**src/rtl/elastic_fork_pkg.sv**
```systemverilog
// Shared constants for the elastic token modules (fork, buffer and friends).
package elastic_fork_pkg;

    // Default token width and fan-out used across all elastic modules.
    localparam int FORK_DATA_WIDTH      = 32;
    localparam int FORK_NEIGHBOR_PE_NUM = 4;

    // Two-entry skid FIFO geometry.
    localparam int FIFO_DEPTH = 2;
    localparam int COUNT_W    = 2;

endpackage

```
**src/rtl/elastic_buffer.sv**
```systemverilog
// Two-entry elastic FIFO with valid/stop handshakes on both sides.
// stop_input depends only on the occupancy register and reset_n, so the
// producer never sees a combinational path from downstream backpressure.
module elastic_buffer
    import elastic_fork_pkg::*;
#(
    parameter int WIDTH = FORK_DATA_WIDTH
) (
    input  logic             clk,
    input  logic             reset_n,
    input  logic [WIDTH-1:0] data_input,
    input  logic             valid_input,
    output logic             stop_input,
    output logic [WIDTH-1:0] data_output,
    output logic             valid_output,
    input  logic             stop_output
);

    logic [WIDTH-1:0]   mem [FIFO_DEPTH];
    logic               rd_ptr;
    logic               wr_ptr;
    logic [COUNT_W-1:0] count;
    logic               push;
    logic               pop;

    // Full or held in reset blocks the producer; reset also hides any stale head.
    assign stop_input   = (count == COUNT_W'(FIFO_DEPTH)) | ~reset_n;
    assign valid_output = (count != '0) & reset_n;
    assign data_output  = mem[rd_ptr];

    assign push = valid_input & ~stop_input;
    assign pop  = valid_output & ~stop_output;

    // Occupancy and pointer bookkeeping; push and pop in one cycle leave count unchanged.
    always_ff @(posedge clk) begin
        if (!reset_n) begin
            count  <= '0;
            rd_ptr <= 1'b0;
            wr_ptr <= 1'b0;
        end else begin
            if (push) begin
                wr_ptr <= ~wr_ptr;
            end
            if (pop) begin
                rd_ptr <= ~rd_ptr;
            end
            count <= count + COUNT_W'(push) - COUNT_W'(pop);
        end
    end

    // Storage needs no reset; an entry is only read after it has been written.
    always_ff @(posedge clk) begin
        if (push) begin
            mem[wr_ptr] <= data_input;
        end
    end

endmodule

```
**src/rtl/elastic_fork.sv**
```systemverilog
// Eager fork: one producer, NEIGHBOR_PE_NUM consumers. Each enabled output
// takes the head token independently; a done bit per output remembers who
// already has it so nobody receives a duplicate. The head retires once every
// enabled output has either taken it earlier or is taking it this cycle.
module elastic_fork
    import elastic_fork_pkg::*;
#(
    parameter int DATA_WIDTH      = FORK_DATA_WIDTH,
    parameter int NEIGHBOR_PE_NUM = FORK_NEIGHBOR_PE_NUM
) (
    input  logic                                        clk,
    input  logic                                        reset_n,
    input  logic [DATA_WIDTH-1:0]                       data_input,
    input  logic                                        valid_input,
    output logic                                        stop_input,
    output logic [NEIGHBOR_PE_NUM-1:0][DATA_WIDTH-1:0]  data_output,
    output logic [NEIGHBOR_PE_NUM-1:0]                  valid_output,
    input  logic [NEIGHBOR_PE_NUM-1:0]                  stop_output,
    input  logic [NEIGHBOR_PE_NUM-1:0]                  output_enable_mask
);

    logic [DATA_WIDTH-1:0]      head_data;
    logic                       head_valid;
    logic                       head_stop;
    logic                       retire;
    logic [NEIGHBOR_PE_NUM-1:0] done;
    logic [NEIGHBOR_PE_NUM-1:0] fire;

    elastic_buffer #(
        .WIDTH(DATA_WIDTH)
    ) u_buffer (
        .clk          (clk),
        .reset_n      (reset_n),
        .data_input   (data_input),
        .valid_input  (valid_input),
        .stop_input   (stop_input),
        .data_output  (head_data),
        .valid_output (head_valid),
        .stop_output  (head_stop)
    );

    // Per-output valid, transfer and data fan-out of the head token.
    always_comb begin
        valid_output = '0;
        fire         = '0;
        data_output  = '0;
        for (int i = 0; i < NEIGHBOR_PE_NUM; i++) begin
            valid_output[i] = head_valid & output_enable_mask[i] & ~done[i];
            fire[i]         = valid_output[i] & ~stop_output[i];
            data_output[i]  = head_data;
        end
    end

    // A disabled output counts as satisfied, so an all-zero mask drains one token per cycle.
    assign retire    = head_valid & (&(~output_enable_mask | done | fire));
    assign head_stop = ~retire;

    // Remember which outputs already took the current head; clear when it retires.
    always_ff @(posedge clk) begin
        if (!reset_n) begin
            done <= '0;
        end else if (retire) begin
            done <= '0;
        end else begin
            done <= done | fire;
        end
    end

endmodule

```
**config.mk**
```make
export PLATFORM = sky130hd
export DESIGN_NAME = elastic_fork
export DESIGN_NICKNAME = d
export VERILOG_FILES = /design/src/rtl/elastic_fork_pkg.sv /design/src/rtl/elastic_buffer.sv /design/src/rtl/elastic_fork.sv
export SDC_FILE = /design/constraint.sdc
export NUM_CORES = 1
export LEC_CHECK = 0
export ABC_AREA = 1
export CAP_MARGIN = 20
export CORE_MARGIN = 2
export CORE_UTILIZATION = 37
export DETAILED_ROUTE_END_ITERATION = 8
export PLACE_DENSITY = 0.78
export SYNTH_ARGS = -nofsm -noshare
export SYNTH_HDL_FRONTEND = slang
export SYNTH_SLANG_ARGS = --single-unit
```
**constraint.sdc**
```tcl
create_clock -name clk -period 2.8 [get_ports clk]
set_input_delay 0.7 -clock clk [delete_from_list [all_inputs] [get_ports clk]]
set_output_delay 0.7 -clock clk [all_outputs]
set_load 0.02 [all_outputs]
```
==> impl_results.md, run 1 <==
- Final core occ: between 50% and 60%
- Post-synth EDFFs: 64
- GPL Wtd Cong: about 0.69
- CP endpoint kind: output port
- First-pass GRT wire length: approximately 10000 um
- Final period util: a little over nine tenths
- Routed Antenna Nets: 0
- Clk Latency, worst-skew pair: ~0.34 ns
- Num rows: 35
- Postcts setup bufs: 0
- Syn Nets: ~320
- Finished Cell Area: slightly below 5000 um^2
- Syn Area/Cell: 13.1 um^2
- Yosys Warn Count: 0
- DR iter-0 viols: 38
- DRC viols: 0
- Worst slew pin tran: 0.324 ns
- Initial antenna violation count: 0
- Vias in the first global route: about 2200
- Vias per inst: approximately 4.3
- Chip width: 102 um
- Critical path launch point type: primary input
- Period minus WS final: about 2.7 ns
- CP required: about 2.1 ns
- Die Y: 102 um
- Worst hold path class: register to register
- Pwr Total: approximately 2.7 mW
- Mapped cell area: about 3500 um^2
- Clock Tree Buf Depth: 2
- Post-synthesis sequential area ratio: between 50% and 60%
- Die Area: around 10000 um^2
- Core area: 9240 um^2
- H-tree levels: 3
- Clock transition at path regs: ~0.080 ns
- Worst IR Drop VDD: approximately 340 uV
- CP arrival: 1.98 ns
- Root Driver: clkbuf_8
- HPWL after detailed placement: 5110 um
- Status: completed
- Pin count of the biggest net entering global routing: 20
- Max-cap violations: 0
- Vias: approximately 2100
- Diode count: 0
- RSZ-0062 raised after global routing: no
- Power per cell area: around 540 nW/um^2
- Drt first pass iters: 4
- Cell with the most instances after synthesis: buf_4
- Ys flop type: edfxtp_1
- Placed Area: roughly 4800 um^2
- WL final: approximately 6800 um
- I/O Pins: around 180
- Filler instances: between 800 and 900
- Hold Vio Cnt, Final: 0
- Port bufs: between 150 and 200
- Fraction of registers with async set or reset after synthesis: 0%
- Layout Nets: 408
- Register bit total from synthesis: 73
- Mapped Cells: 270
- Most frequent cells after synthesis: 96 x buf_4, 64 x edfxtp_1, 30 x mux2_2
- Starting Density: roughly two fifths
- Setup violators final: 0
- Top-area cell type share of the netlist area: about 54%
- Gr ovfl total: 0
- TritonCTS clock tree: yes
- Kind of critical path: primary input to output port
- Max FO, Critical Path: 8
- Synth top area cells: edfxtp_1 54%, buf_4 20%, mux2_2 9.6%, dfxtp_1 5.1%, inv_1 1.9%
- CTS Sinks: 73
- Final max-slew violation count: 0
- WL/cell: about 14 um
- Leading area contributor after synthesis: edfxtp_1
- Layout cells sized above 1: between 10% and 20%
- Fmax achieved: roughly 0.37 GHz
- Slew margin rel.: 78.4%
- Total track usage: 12.7%
- Clk_skew: 0.00976 ns
- Worst hold slack: roughly 0.46 ns
- Number of library cell types mapped by synthesis: 23
- CTS Buf Count: 9
- Leakage: 1.81 nW
- Area Overhead vs Synth: 40.9%
## timing repair
| action | CTS | global route |
|---|---|---|
| endpoints found under the setup margin | 4 | 0 |
| resized for setup | 4 | 0 |
| hold buffers | 0 | 0 |
## layout by cell type (no fill, tap or decap), types with 2 or more instances in the layout
master,count
clkdlybuf4s50_1,171
nor2_1,9
dfxtp_1,8
nand2_1,12
mux2_2,30
o21ai_2,3
clkbuf_1,2
edfxtp_1,64
nand3_1,2
ha_1,2
buf_4,8
inv_1,18
mux2_1,2
nor3_2,2
nor2_4,2
a21oi_1,6
bufinv_16,2
o21ai_0,2
dlygate4sd2_1,4
clkbuf_8,9
## sequential cells by signal, indices dropped and copies added (netlist names), named ones only
name and flops:
u_buffer.mem 64, u_buffer.count 2, u_buffer.rd_ptr 1, u_buffer.wr_ptr 1, done 4
## power by group
part	switching (mW)	internal (mW)
logic	0.298	0.293
registers	0.0129	1.23
clock network	0.370	0.501
## layout make-up
class                           count  area [um^2]  share of cell area (%)
Clock buffer                       11          131                    2.64
Sequential cell                    73         2100                    42.3
Tap cell                          129          161                    3.24
Multi-Input combinational cell     77          621                    12.5
Clock inverter                      5         80.1                    1.61
Timing Repair Buffer              183         1810                    36.3
Inverter                           19         71.3                    1.43
## layer usage
layer,global-route usage [%],up-vias,wire (um)
li1,-,1002,-
met1,12.5,1012,2490
met2,24.4,103,3680
met3,4.35,4,538
met4,4.37,0,51
met5,0,-,0
## final timing paths
| path | start | end | slack [ns] | cells after the start |
|---|---|---|---|---|
| hold / removal | done[2] | done[2] | 0.46 | 2 |
| setup / recovery | reset_n | stop_input | 0.12 | 4 |
| hold reg to reg | done[2] | done[2] | 0.46 | 2 |
| setup reg to reg | u_buffer.count[1] | u_buffer.count[1] | 0.76 | 11 |
## worst max-delay path, stage by stage
cell and delay, ns:
clkdlybuf4s50_1 0.44, buf_4 0.18, nand2_1 0.07, clkdlybuf4s50_1 0.59
## logic make-up (layout without fill, tap and decap cells)
group	Yosys count	after routing	synth area share, %
DFF	73	73	59.6
and+or+nand+nor	31	31	4.11
adders and majority gates	2	2	0.709
muxes	32	32	10.2
buffers and inverters	120	218	23.3
AOI/OAI and AO/OA	11	11	1.88
xor gates and xnor gates	1	1	0.248
## metrics by stage
stage	cells	setup WS, ns	TNS [ns]
2_1_floorplan	270	0.0488	0
3_3_place_gp	481	0.00191	0
3_5_place_dp	481	-0.0170	-0.0497
4_1_cts	497	0.105	0
5_1_grt	497	0.0776	0
6_report	497	0.119	0
Note: power is estimated with default switching activity, not from simulation.
==> inputs of run 2 (changes only) <==
--- a/config.mk
+++ b/config.mk
@@ -8,9 +8,10 @@
 export ABC_AREA = 1
 export CAP_MARGIN = 20
 export CORE_MARGIN = 2
-export CORE_UTILIZATION = 37
+export CORE_UTILIZATION = 40
 export DETAILED_ROUTE_END_ITERATION = 8
-export PLACE_DENSITY = 0.78
+export PLACE_DENSITY = 0.8
+export SLEW_MARGIN = 20
 export SYNTH_ARGS = -nofsm -noshare
 export SYNTH_HDL_FRONTEND = slang
 export SYNTH_SLANG_ARGS = --single-unit
==> constraint.sdc (replaced) <==
create_clock -name clk -period 3 [get_ports clk]
set_input_delay 0.75 -clock clk [delete_from_list [all_inputs] [get_ports clk]]
set_output_delay 0.75 -clock clk [all_outputs]
set_load 0.02 [all_outputs]
==> impl_results.md, run 2 (synthesized netlist as in run 1, its figures left out) <==
- Num rows: 34 (was 35)
- Clk Latency, worst-skew pair: 0.33 ns (was 0.34 ns)
- Clock transition at path regs: 0.07 ns (was 0.08 ns)
- Worst slew pin tran: 0.348 ns (was 0.324 ns)
- GPL Wtd Cong: 0.664 (was 0.691)
- I/O Pins: 176 (unchanged)
- Fmax achieved: 0.343 GHz
- Diode count: 0 (unchanged)
- TritonCTS clock tree: yes (unchanged)
- CTS Buf Count: 9 (unchanged)
- DR iter-0 viols: 49 (was 38)
- CTS Sinks: 73 (unchanged)
- Clk_skew: 0.00878 ns (was 0.00976 ns)
- Worst hold path class: register to register (unchanged)
- Vias: 2086 (was 2121)
- Vias in the first global route: 2051 (was 2177)
- HPWL after detailed placement: 4650 um (was 5110 um)
- Die Area: 9590 um^2 (was 10300 um^2)
- CTS hold repair buffers: 0 (unchanged)
- Port bufs: 175 (unchanged)
- Grt met3 use: 4.94% (was 4.35%)
- Met2 Use GR: 22.3% (was 24.4%)
- Setup violators final: 0 (unchanged)
- Clock Tree Buf Depth: 2 (unchanged)
- Gr ovfl total: 0 (unchanged)
- DRC viols: 0 (unchanged)
- Area Overhead vs Synth: 40.2% (was 40.9%)
- Power per cell area: 506 nW/um^2 (was 544 nW/um^2)
- Post_cts resized: 0 (was 4)
- RSZ-0062 raised after global routing: no (unchanged)
- Largest regs: u_buffer.mem x64, done x4, u_buffer.count x2 (unchanged)
- Number of flip-flops under the largest register name: 64 (unchanged)
- Max-cap violations: 0 (unchanged)
- Pin count of the biggest net entering global routing: 17 (was 20)
- Hold Vio Cnt, Final: 0 (unchanged)
- Met1 GRT Util: 13.5% (was 12.5%)
- Leakage: 1.80 nW (was 1.81 nW)
- Root Driver: clkbuf_8 (unchanged)
- CP endpoint kind: output port (unchanged)
- Finished Cell Area: 4950 um^2 (was 4970 um^2)
- Status: completed (unchanged)
- Kind of critical path: primary input to output port (unchanged)
- First-pass GRT wire length: 9720 um (was 9970 um)
- Core area: 8640 um^2 (was 9240 um^2)
- Critical path launch point type: primary input (unchanged)
- Final max-slew violation count: 0 (unchanged)
- Most flop-heavy register: u_buffer.mem (unchanged)
- Starting Density: 40.9% (was 38.2%)
- Most common cell after layout, fill and taps aside: clkdlybuf4s50_1 (unchanged)
- Worst hold slack: 0.458 ns (was 0.461 ns)
- Routed Antenna Nets: 0 (unchanged)
- WL/cell: 12.8 um (was 13.6 um)
- H-tree levels: 3 (unchanged)
- Global route hottest layer: met2 (unchanged)
- Layout Nets: 407 (was 408)
- CP required: 2.25 ns (was 2.10 ns)
- WL final: 6090 um (was 6760 um)
- Initial antenna violation count: 0 (unchanged)
- Placed Area: 4730 um^2 (was 4770 um^2)
- Final worst slack: 0.0842 ns (was 0.119 ns)
- Slew margin rel.: 76.8% (was 78.4%)
- Chip width: 97.9 um (was 102 um)
- Vias per inst: 4.39 (was 4.27)
- Drt first pass iters: 4 (unchanged)
- Setup TNS: 0 ns (unchanged)
- Commonest cells after routing, fill and taps aside: 174 x clkdlybuf4s50_1, 64 x edfxtp_1, 30 x mux2_2, 18 x inv_1, 12 x nand2_1 (was 171 x clkdlybuf4s50_1, 64 x edfxtp_1, 30 x mux2_2, 18 x inv_1, 12 x nand2_1)
- Die Y: 97.9 um (was 102 um)
- Layout cells sized above 1: 16.9% (was 17.1%)
- Final period util: 97.2%
- Total track usage: 12.6% (was 12.7%)
- Worst IR Drop VDD: 258 uV (was 342 uV)
- DP Worst Slack: 0.0606 ns (was -0.0170 ns)
- CP arrival: 2.17 ns (was 1.98 ns)
- Period minus WS final: a little under 3 ns
- Max FO, Critical Path: 6 (was 8)
- Postcts setup bufs: 0 (unchanged)
- Pwr Total: 2.51 mW (was 2.71 mW)
## run 2: cell types whose count changed in the layout (fill, tap and decap cells not counted), sizes merged
cell | before | now
buf | 8 | 7
dlygate4sd2 | 4 | 0
clkbuf | 11 | 10
clkdlybuf4s50 | 171 | 174
clkinvlp | 1 | 2
dlymetal6s2s | 0 | 1
## run 2: worst max-delay path: stages
cell and delay [ns]:
clkdlybuf4s50_1 0.49, o21ai_2 0.12, nor3_2 0.16, clkdlybuf4s50_1 0.64
## run 2: routing by layer
metal | part of all wire [%] | vias to the layer above
met5 | 0 | -
met1 | 37 | 972
met2 | 52 | 108
li1 | - | 996
met4 | 1.2 | 0
met3 | 10 | 10
## run 2: layout make-up
class | count | area, um^2
Clock buffer | 10 | 128
Clock inverter | 6 | 82.6
Fill cell | 698 | 3690
Inverter | 19 | 71.3
Multi-Input combinational cell | 77 | 621
Sequential cell | 73 | 2100
Tap cell | 108 | 135
Timing Repair Buffer | 182 | 1810
## run 2: final timing paths
kind | slack, ns | endpoint | from | cells after the start
max | 0.08 | valid_output[1] | reset_n | 4
min | 0.46 | done[2] | done[2] | 2
max reg2reg | 1.09 | u_buffer.count[1] | u_buffer.count[1] | 10
min reg2reg | 0.46 | done[2] | done[2] | 2
## run 2: metrics by stage
stage,std cells,util [%]
2_1_floorplan,270,-
3_3_place_gp,459,54.8
3_5_place_dp,459,54.8
4_1_cts,475,57.3
5_1_grt,475,57.3
6_report,475,57.3
## run 2: power by group
| group | switching (mW) | total [mW] | internal (mW) |
|---|---|---|---|
| combinational | 0.275 | 0.549 | 0.274 |
| clock | 0.334 | 0.797 | 0.463 |
| sequential | 0.0119 | 1.16 | 1.15 |
